$ cat src/rtl/lcd_timing_pkg.sv
// Shared timing constants, FSM state encoding and total-period helpers for the
// RGB panel frame scheduler.
package lcd_timing_pkg;

  localparam int DEF_H_PW  = 20;
  localparam int DEF_H_BP  = 80;
  localparam int DEF_H_ACT = 1600;
  localparam int DEF_H_FP  = 40;
  localparam int DEF_V_PW  = 2;
  localparam int DEF_V_BP  = 20;
  localparam int DEF_V_ACT = 480;
  localparam int DEF_V_FP  = 10;

  typedef enum logic [1:0] {
    ST_IDLE    = 2'd0,
    ST_RUN     = 2'd1,
    ST_RECOVER = 2'd2
  } state_e;

  function automatic int calc_ht(input int pw, input int bp, input int act, input int fp);
    return pw + bp + act + fp;
  endfunction

  function automatic int calc_vt(input int pw, input int bp, input int act, input int fp);
    return pw + bp + act + fp;
  endfunction

endpackage

$ cat src/rtl/lcd_hv_counter.sv
// Horizontal/vertical position counter pair. clr wins over en; frame_end flags
// the last line, so the frame wrap cycle is line_end & frame_end.
module lcd_hv_counter
  import lcd_timing_pkg::*;
#(
  parameter int HT = calc_ht(DEF_H_PW, DEF_H_BP, DEF_H_ACT, DEF_H_FP),
  parameter int VT = calc_vt(DEF_V_PW, DEF_V_BP, DEF_V_ACT, DEF_V_FP)
) (
  input  logic        clk,
  input  logic        rst,
  input  logic        en,
  input  logic        clr,
  output logic [15:0] hcnt,
  output logic [15:0] vcnt,
  output logic        line_end,
  output logic        frame_end
);

  localparam logic [15:0] H_LAST = 16'(HT - 1);
  localparam logic [15:0] V_LAST = 16'(VT - 1);

  logic [15:0] hcnt_q, hcnt_d;
  logic [15:0] vcnt_q, vcnt_d;

  assign hcnt      = hcnt_q;
  assign vcnt      = vcnt_q;
  assign line_end  = (hcnt_q == H_LAST);
  assign frame_end = (vcnt_q == V_LAST);

  always_comb begin
    hcnt_d = hcnt_q;
    vcnt_d = vcnt_q;
    if (clr) begin
      hcnt_d = '0;
      vcnt_d = '0;
    end else if (en) begin
      if (line_end) begin
        hcnt_d = '0;
        vcnt_d = frame_end ? 16'd0 : vcnt_q + 16'd1;
      end else begin
        hcnt_d = hcnt_q + 16'd1;
      end
    end
  end

  always_ff @(posedge clk) begin
    if (rst) begin
      hcnt_q <= '0;
      vcnt_q <= '0;
    end else begin
      hcnt_q <= hcnt_d;
      vcnt_q <= vcnt_d;
    end
  end

endmodule

$ cat src/rtl/lcd_frame_sched.sv
// Frame scheduler: producer line/frame strobes, FIFO pop, panel bus and
// underflow recovery. Define LCD_UNDERFLOW_CNT_EN to add the UF_COUNT output.
module lcd_frame_sched
  import lcd_timing_pkg::*;
#(
  parameter int H_PW     = DEF_H_PW,
  parameter int H_BP     = DEF_H_BP,
  parameter int H_ACT    = DEF_H_ACT,
  parameter int H_FP     = DEF_H_FP,
  parameter int V_PW     = DEF_V_PW,
  parameter int V_BP     = DEF_V_BP,
  parameter int V_ACT    = DEF_V_ACT,
  parameter int V_FP     = DEF_V_FP,
  parameter bit SYNC_POL = 1'b0
) (
  input  logic        CLK,
  input  logic        RST,
  input  logic        ENABLE,
  input  logic        FIFOEmpty,
  input  logic [7:0]  FIFOData,
  output logic        FIFORe,
  output logic        FIFOFlush,
  output logic        HSYNC,
  output logic        VSYNC,
  output logic        LCD_HS,
  output logic        LCD_VS,
  output logic        LCD_DE,
  output logic [7:0]  LCD_DATA,
  output logic        UNDERFLOW
`ifdef LCD_UNDERFLOW_CNT_EN
  ,
  output logic [15:0] UF_COUNT
`endif
);

  localparam int HT = calc_ht(H_PW, H_BP, H_ACT, H_FP);
  localparam int VT = calc_vt(V_PW, V_BP, V_ACT, V_FP);

  localparam logic [15:0] H_SYNC_END = 16'(H_PW);
  localparam logic [15:0] V_SYNC_END = 16'(V_PW);
  localparam logic [15:0] H_ACT_BEG  = 16'(H_PW + H_BP);
  localparam logic [15:0] H_ACT_END  = 16'(H_PW + H_BP + H_ACT);
  localparam logic [15:0] V_ACT_BEG  = 16'(V_PW + V_BP);
  localparam logic [15:0] V_ACT_END  = 16'(V_PW + V_BP + V_ACT);
  // Producer frame window runs one line ahead of the panel active window.
  localparam logic [15:0] V_PRE_BEG  = 16'(V_PW + V_BP - 1);
  localparam logic [15:0] V_PRE_END  = 16'(V_PW + V_BP + V_ACT - 1);

  state_e      state_q, state_d;
  logic        uf_q, uf_d;
  logic        flush_q, flush_d;
  logic        hs_q, hs_d;
  logic        vs_q, vs_d;
  logic        de_q, de_d;
  logic        rd_vld_q, rd_vld_d;

  logic [15:0] hcnt, vcnt;
  logic        line_end, last_line, wrap;
  logic        running, hs, vs, hact, vact, uflow;

  lcd_hv_counter #(.HT(HT), .VT(VT)) u_hv (
    .clk       (CLK),
    .rst       (RST),
    .en        (running),
    .clr       (~ENABLE),
    .hcnt      (hcnt),
    .vcnt      (vcnt),
    .line_end  (line_end),
    .frame_end (last_line)
  );

  assign running = (state_q != ST_IDLE);
  assign wrap    = line_end & last_line;
  assign hs      = (hcnt < H_SYNC_END);
  assign vs      = (vcnt < V_SYNC_END);
  assign hact    = (hcnt >= H_ACT_BEG) && (hcnt < H_ACT_END);
  assign vact    = (vcnt >= V_ACT_BEG) && (vcnt < V_ACT_END);
  assign FIFORe  = (state_q == ST_RUN) & hact & vact;
  assign uflow   = FIFORe & FIFOEmpty;

  assign HSYNC     = ~running | hs;
  assign VSYNC     = ~running | ~((vcnt >= V_PRE_BEG) && (vcnt < V_PRE_END));
  assign FIFOFlush = flush_q;
  assign UNDERFLOW = uf_q;
  assign LCD_HS    = hs_q ? SYNC_POL : ~SYNC_POL;
  assign LCD_VS    = vs_q ? SYNC_POL : ~SYNC_POL;
  assign LCD_DE    = de_q;
  assign LCD_DATA  = rd_vld_q ? FIFOData : 8'h00;

  always_comb begin
    state_d  = state_q;
    uf_d     = uf_q;
    flush_d  = 1'b0;
    hs_d     = 1'b0;
    vs_d     = 1'b0;
    de_d     = 1'b0;
    rd_vld_d = 1'b0;
    if (!ENABLE) begin
      state_d = ST_IDLE;
      uf_d    = 1'b0;
      flush_d = running;
    end else begin
      hs_d     = running & hs;
      vs_d     = running & vs;
      de_d     = running & hact & vact;
      rd_vld_d = FIFORe & ~FIFOEmpty;
      case (state_q)
        ST_IDLE: state_d = ST_RUN;
        ST_RUN: begin
          if (uflow) begin
            state_d = ST_RECOVER;
            uf_d    = 1'b1;
          end
        end
        ST_RECOVER: begin
          if (wrap) begin
            state_d = ST_RUN;
            flush_d = 1'b1;
          end
        end
        default: state_d = ST_IDLE;
      endcase
    end
  end

  always_ff @(posedge CLK) begin
    if (RST) begin
      state_q  <= ST_IDLE;
      uf_q     <= 1'b0;
      flush_q  <= 1'b0;
      hs_q     <= 1'b0;
      vs_q     <= 1'b0;
      de_q     <= 1'b0;
      rd_vld_q <= 1'b0;
    end else begin
      state_q  <= state_d;
      uf_q     <= uf_d;
      flush_q  <= flush_d;
      hs_q     <= hs_d;
      vs_q     <= vs_d;
      de_q     <= de_d;
      rd_vld_q <= rd_vld_d;
    end
  end

`ifdef LCD_UNDERFLOW_CNT_EN
  logic [15:0] uf_cnt_q, uf_cnt_d;

  assign UF_COUNT = uf_cnt_q;

  always_comb begin
    uf_cnt_d = uf_cnt_q;
    if (ENABLE && (state_q == ST_RUN) && uflow && (uf_cnt_q != 16'hFFFF))
      uf_cnt_d = uf_cnt_q + 16'd1;
  end

  always_ff @(posedge CLK) begin
    if (RST) uf_cnt_q <= '0;
    else     uf_cnt_q <= uf_cnt_d;
  end
`endif

endmodule
$ cat config.mk
export PLATFORM = sky130hd
export DESIGN_NAME = lcd_frame_sched
export DESIGN_NICKNAME = d
export VERILOG_FILES = /design/src/rtl/lcd_timing_pkg.sv /design/src/rtl/lcd_hv_counter.sv /design/src/rtl/lcd_frame_sched.sv
export SDC_FILE = /design/constraint.sdc
export NUM_CORES = 1
export LEC_CHECK = 0
export ABC_CLOCK_PERIOD_IN_PS = 2500
export BUFFER_PORTS_ARGS = -buffer_cell sky130_fd_sc_hd__buf_2
export CAP_MARGIN = 0
export CORE_UTILIZATION = 30
export CTS_BUF_LIST = sky130_fd_sc_hd__clkbuf_2
export CTS_CLUSTER_DIAMETER = 80
export DETAILED_ROUTE_END_ITERATION = 10
export PLACE_DENSITY_LB_ADDON = 0.15
export SETUP_SLACK_MARGIN = 0.15
export SLEW_MARGIN = 10
export SYNTH_ARGS = -nofsm -noshare
export SYNTH_HDL_FRONTEND = slang
export SYNTH_SLANG_ARGS = --single-unit
$ cat constraint.sdc
create_clock -name CLK -period 2.5 [get_ports CLK]
set_input_delay 0 -clock CLK [delete_from_list [all_inputs] [get_ports CLK]]
set_output_delay 0 -clock CLK [all_outputs]
set_load 0.03 [all_outputs]
Word level (Yosys, flattened, before mapping)
Cells that the tools add are included.
- word-level logic and storage cells: 60
- memories: 0
- bits in registers: 40
- latch bits: 0
- RAM bits: 0
- memory bits (read-only): 0
- bits of input ports: 12
- equality and inequality tests: 6
- order comparisons: 8
- reductions and logical operators: 9
- div/mod/pow operators: 0
- bitwise operators: 15
- multiplexer cells: 11
- multiply operators: 0
- add/subtract/negate cells: 2
- shifts and indexed selects: 0
- operator list (kind ; number):
    $add 16x1->16 const B ; 2
    $ge 16x5->1 const B ; 2
    $lt 16x9->1 const B ; 2
    $mux 16 ; 2
    $eq 16x11->1 const B ; 1
    $eq 16x9->1 const B ; 1
    $ge 16x7->1 const B ; 1
    $lt 16x11->1 const B ; 1
    $lt 16x2->1 const B ; 1
    $lt 16x5->1 const B ; 1
    $and 1x1->1 ; 9
    $mux 8 ; 1
    $pmux 2 s3 ; 1
    $reduce_and 2->1 ; 3
    $mux 1 ; 5
    $mux 2 ; 2
    $ne 2x2->1 const B ; 2
    $not 1->1 ; 4
    $logic_and 1x1->1 ; 3
    $eq 2x1->1 const B ; 1
    $eq 2x2->1 const B ; 1
    $logic_not 2->1 ; 1
    $or 1x1->1 ; 2
    $reduce_bool 2->1 ; 1
    $reduce_or 2->1 ; 1

Depth between registers and ports, before layout
- depth after elaboration: 7
- depth in mapped cells: 7

By module
Synthesis repeated with hierarchy kept, for this count alone.
- cell total of the unflattened synthesis: 269
- area total of the unflattened synthesis: 2210.9 um^2
- by module, submodules not included (module ; area each (um^2) ; seq. area each (um^2) ; cells each ; instances):
    lcd_hv_counter ; 1654.1 ; 640.6 ; 194 ; 1
    lcd_frame_sched ; 556.8 ; 160.2 ; 75 ; 1

Worst setup path after synthesis
OpenSTA, ideal clock, no wires.
- path kind: register to register
- start: reg u_hv.hcnt_q[1], in the netlist u_hv.hcnt[1]
- end: reg u_hv.vcnt_q[4], in the netlist u_hv.vcnt[4]
- slack: 743 ps
- stages on the path, launching flop included: 8
- arrival: 1642 ps
- cell sequence: dfxtp_1 ha_1 nor4bb_1 nand4_1 nand2b_4 o21ai_2 buf_4 nor2_1
- longest elaborated chain between the ends: 2
- RTL lines (element ; line ; source):
    from (decl) ; lcd_hv_counter.sv:22 ; logic [15:0] hcnt_q, hcnt_d;
    from (signal assigned) ; lcd_hv_counter.sv:51 ; hcnt_q <= hcnt_d;
    $eq 16x11->1 ; lcd_hv_counter.sv:27 ; assign line_end = (hcnt_q == H_LAST);
    $reduce_and 2->1 (no source line) ; n/a ;
    to (signal assigned) ; lcd_hv_counter.sv:52 ; vcnt_q <= vcnt_d;
    to (decl) ; lcd_hv_counter.sv:23 ; logic [15:0] vcnt_q, vcnt_d;
Every way passes these cells.
A chain may end at the register's enable or synchronous reset.

Worst setup path after layout
- start: reg u_hv.hcnt_q[12], in the netlist u_hv.hcnt[12]
- end: out FIFORe
- longest elaborated chain between the ends: 4
- RTL lines (element ; line ; source):
    $ge 16x7->1 or $lt 16x11->1 (tied branches) ; lcd_frame_sched.sv:76 ; assign hact = (hcnt >= H_ACT_BEG) && (hcnt < H_ACT_END);
    $logic_and 1x1->1 (*) ; lcd_frame_sched.sv:76 ;
    $and 1x1->1 (*) (2 in a row) ; lcd_frame_sched.sv:78 ; assign FIFORe = (state_q == ST_RUN) & hact & vact;
    to (decl) ; lcd_frame_sched.sv:21 ; output logic FIFORe,
Mark *: on every way between the ends. The rest lies on a longest branch, timed or not.

==> flow_summary_export.csv <==
group,metric,value,unit
outcome,status,"complete, no violations",
global_routing,grt_pass1_wl,8020,microns
route,wire_per_inst,12.6,microns
setup_path,worstSetupPathType,"register to output port",
clock_tree,htreeDepth,2,
clock_tree,cts_tree,"done",
power_and_ir_drop,power_density,402,nW/um^2
route,vias_per_cell,4.76,
place,hpwlAfterDp,3490,microns
global_routing,grt_pass1_vias,1693,
synth,ys_seq_area_frac,0.365,
setup_path,r2r_start,"u_hv.hcnt[1]",
cells_and_area,final_common_cell,"dfxtp_1",
floorplan,dieWidth,87.5,microns
global_routing,antenna_found_initial,0,
synth,synth_enable_flop_cells,0,
cells_and_area,nets,303,
cells_and_area,antenna_cells_inserted,0,
setup_path,start_kind,"register",
hold_path,hp-start,"RST",
synth,async_reset_ff_frac,0,
clock_tree,root_buffer,"clkbuf_2",
route,drt_wl_total,4830,microns
clock_tree,postCtsSetupBuffers,0,
timing,report.final.hold_viol_count,0,
setup_path,worstPathRequired,2.50,ns
setup_path,r2r_slack,0.55,ns
timing,fin_skew,0.0280,ns
synth,syn-cell-area,2190,sq um
floorplan,die_y,87.5,microns
global_routing,grt_overflow,0,
cells_and_area,mostFrequentLayoutCells,"dfxtp_1 (40), nor2_1 (33), buf_2 (27)",
cells_and_area,drive_gt1_frac,0.188,
clock_tree,cts_buffers,5,
cells_and_area,syn_to_final_growth,12.1,%
floorplan,num_rows,30,
clock_tree,clk_latency,0.40,ns
setup_path,crit_fanout,4,
setup_path,critPathArrivalTime,2.18,ns
setup_path,r2r-end,"u_hv.hcnt[14]",
synth,syn_nets,276,
clock_tree,cts_max_path_buffers,2,
setup_path,crit_slowest_cell,"dfxtp_1",
synth,yosys_warnings,0,
synth,synthCells,259,
cells_and_area,instances_no_fill,383,
route,ant_nets,0,
floorplan,coreArea,6940,sq um
run,maxCapViolations,0,
floorplan,ios,28,
timing,post-route-period-util,0.871,
timing,period_minus_slack,2.18,ns
place,io_buffers,27,
power_and_ir_drop,ir_drop,0.151,mV
hold_path,hold_path_class,"primary input to register",
hold_path,hold_end,"FIFOFlush",
synth,synth_area_leaders,"dfxtp_1 (36%), nor2_1 (5.6%), xnor2_1 (5.6%)",
route,via_count,1824,
setup_path,r2r_cells,6,
timing,slew_headroom,0.630,
timing,worst-slew-pin-transition,0.551,ns
setup_path,path_cells,"nor3_1, nor3b_2, and4_1, nand2_1, nor2_1, buf_2",
setup_path,slowest_delay,0.39,ns
clock_tree,cts.clk_slew.worst_paths,0.23,ns
timing,rsz0062_at_grt,"no",
synth,synth_top_area_share,0.365,
global_routing,grt_usage,0.135,
clock_tree,numClockSinks,40,
timing,fmax,0.459,GHz
place,gp_congestion,0.811,
synth,syn-mean-instance-area,8.47,sq um
clock_tree,post_cts_resized,0,
floorplan,start_util,0.316,
timing,drv_slew,0,
route,drt_iter0_drc,81,
floorplan,die_area,7660,sq um
timing,setup_violations,0,
synth,ys_seq_elements,40,
setup_path,endpoint_kind,"output port",
synth,synth_top_area_cell,"dfxtp_1",
global_routing,grt_max_degree,16,
timing,tns,0,ns
place,dp_cells,372,
route,drc,0,
power_and_ir_drop,leakagePower,0.000869,uW
route,first_pass_iters,4,
synth,synth_flop_cell,"dfxtp_1",
hold_path,min_path_cells,3,
synth,yosysUniqueCellTypes,40,
==> synthesized netlist by cell type, drive strengths merged (3+ instances only) <==
master / number
nand2: 20
and2: 10
nor3: 9
and4: 6
nand3: 12
dfxtp: 40
xnor2: 14
nor2: 35
o21ai: 11
buf: 12
nor4b: 3
nand2b: 4
nor4: 9
inv: 12
or3: 4
ha: 5
xor2: 12
nand4: 11
a21oi: 12
==> cells by family (layout without fill, tap and decap cells) <==
group                    Yosys count  after routing  share of synthesized area
adder cells (fa/ha/maj)            5              5                     0.0285
AND/OR/NAND/NOR                  133            133                      0.361
XOR/XNOR                          26             26                      0.104
flip-flops                        40             40                      0.365
AO/OA/AOI/OAI                     30             30                     0.0827
buffers and inverters             25             53                     0.0593
==> routing by layer <==
| layer | GRT usage | part of all wire |
|---|---|---|
| met1 | 0.169 | 0.49 |
| met2 | 0.231 | 0.47 |
| met3 | 0.0283 | 0.031 |
| met4 | 0.0462 | 0.0068 |
| met5 | 0 | 0 |
==> through the flow <==
step	util	hold slack, ns	cell area, sq um	power (uW)	setup WS, ns
3_3_place_gp	0.344	0.198	2390	703	0.594
6_report	0.354	0.310	2460	989	0.322
2_1_floorplan	-	0.0771	2190	684	0.743
5_1_grt	0.354	0.288	2460	1040	0.172
3_5_place_dp	0.344	0.200	2390	703	0.518
4_1_cts	0.354	0.280	2460	1010	0.256
==> cell type report <==
cell class / count / area [sq um]
Inverter: 12 / 45.0
Clock inverter: 3 / 18.8
Fill cell: 735 / 4480
Sequential cell: 40 / 801
Clock buffer: 5 / 25.0
Timing Repair Buffer: 33 / 188
Multi-Input combinational cell: 194 / 1260
Tap cell: 96 / 120
==> critical path, delay by kind of cell, from the launching register on <==
family                 cells  cell delay (ns)
flip-flops                 1             0.39
buffers and inverters      1             0.20
AND/OR/NAND/NOR            5             1.19
==> what timing repair did <==
| action | in CTS | in global routing |
|---|---|---|
| endpoints found under the hold margin | 6 | 0 |
| hold buffers | 3 | 0 |
| setup endpoints to repair | 0 | 0 |
==> report_power, final <==
group	leakage [uW]	total (uW)	internal (uW)	switching [uW]
clock network	0.0000327	296	67.9	228
logic	0.000514	48.6	18.4	30.2
registers	0.000323	645	642	2.72
==> worst max-delay path by stage <==
stage	cells after the start	slack, ns	to	startpoint
finish	6	0.32	FIFORe	u_hv.hcnt[12]
global route	6	0.17	FIFORe	u_hv.hcnt[12]
CTS	6	0.26	FIFORe	u_hv.hcnt[12]
detailed placement	6	0.52	u_hv.hcnt[14]	u_hv.hcnt[1]
global placement	6	0.59	u_hv.hcnt[13]	u_hv.hcnt[1]
floorplan	7	0.74	u_hv.vcnt[4]	u_hv.hcnt[1]
Note: power is estimated with default switching activity, not from simulation.
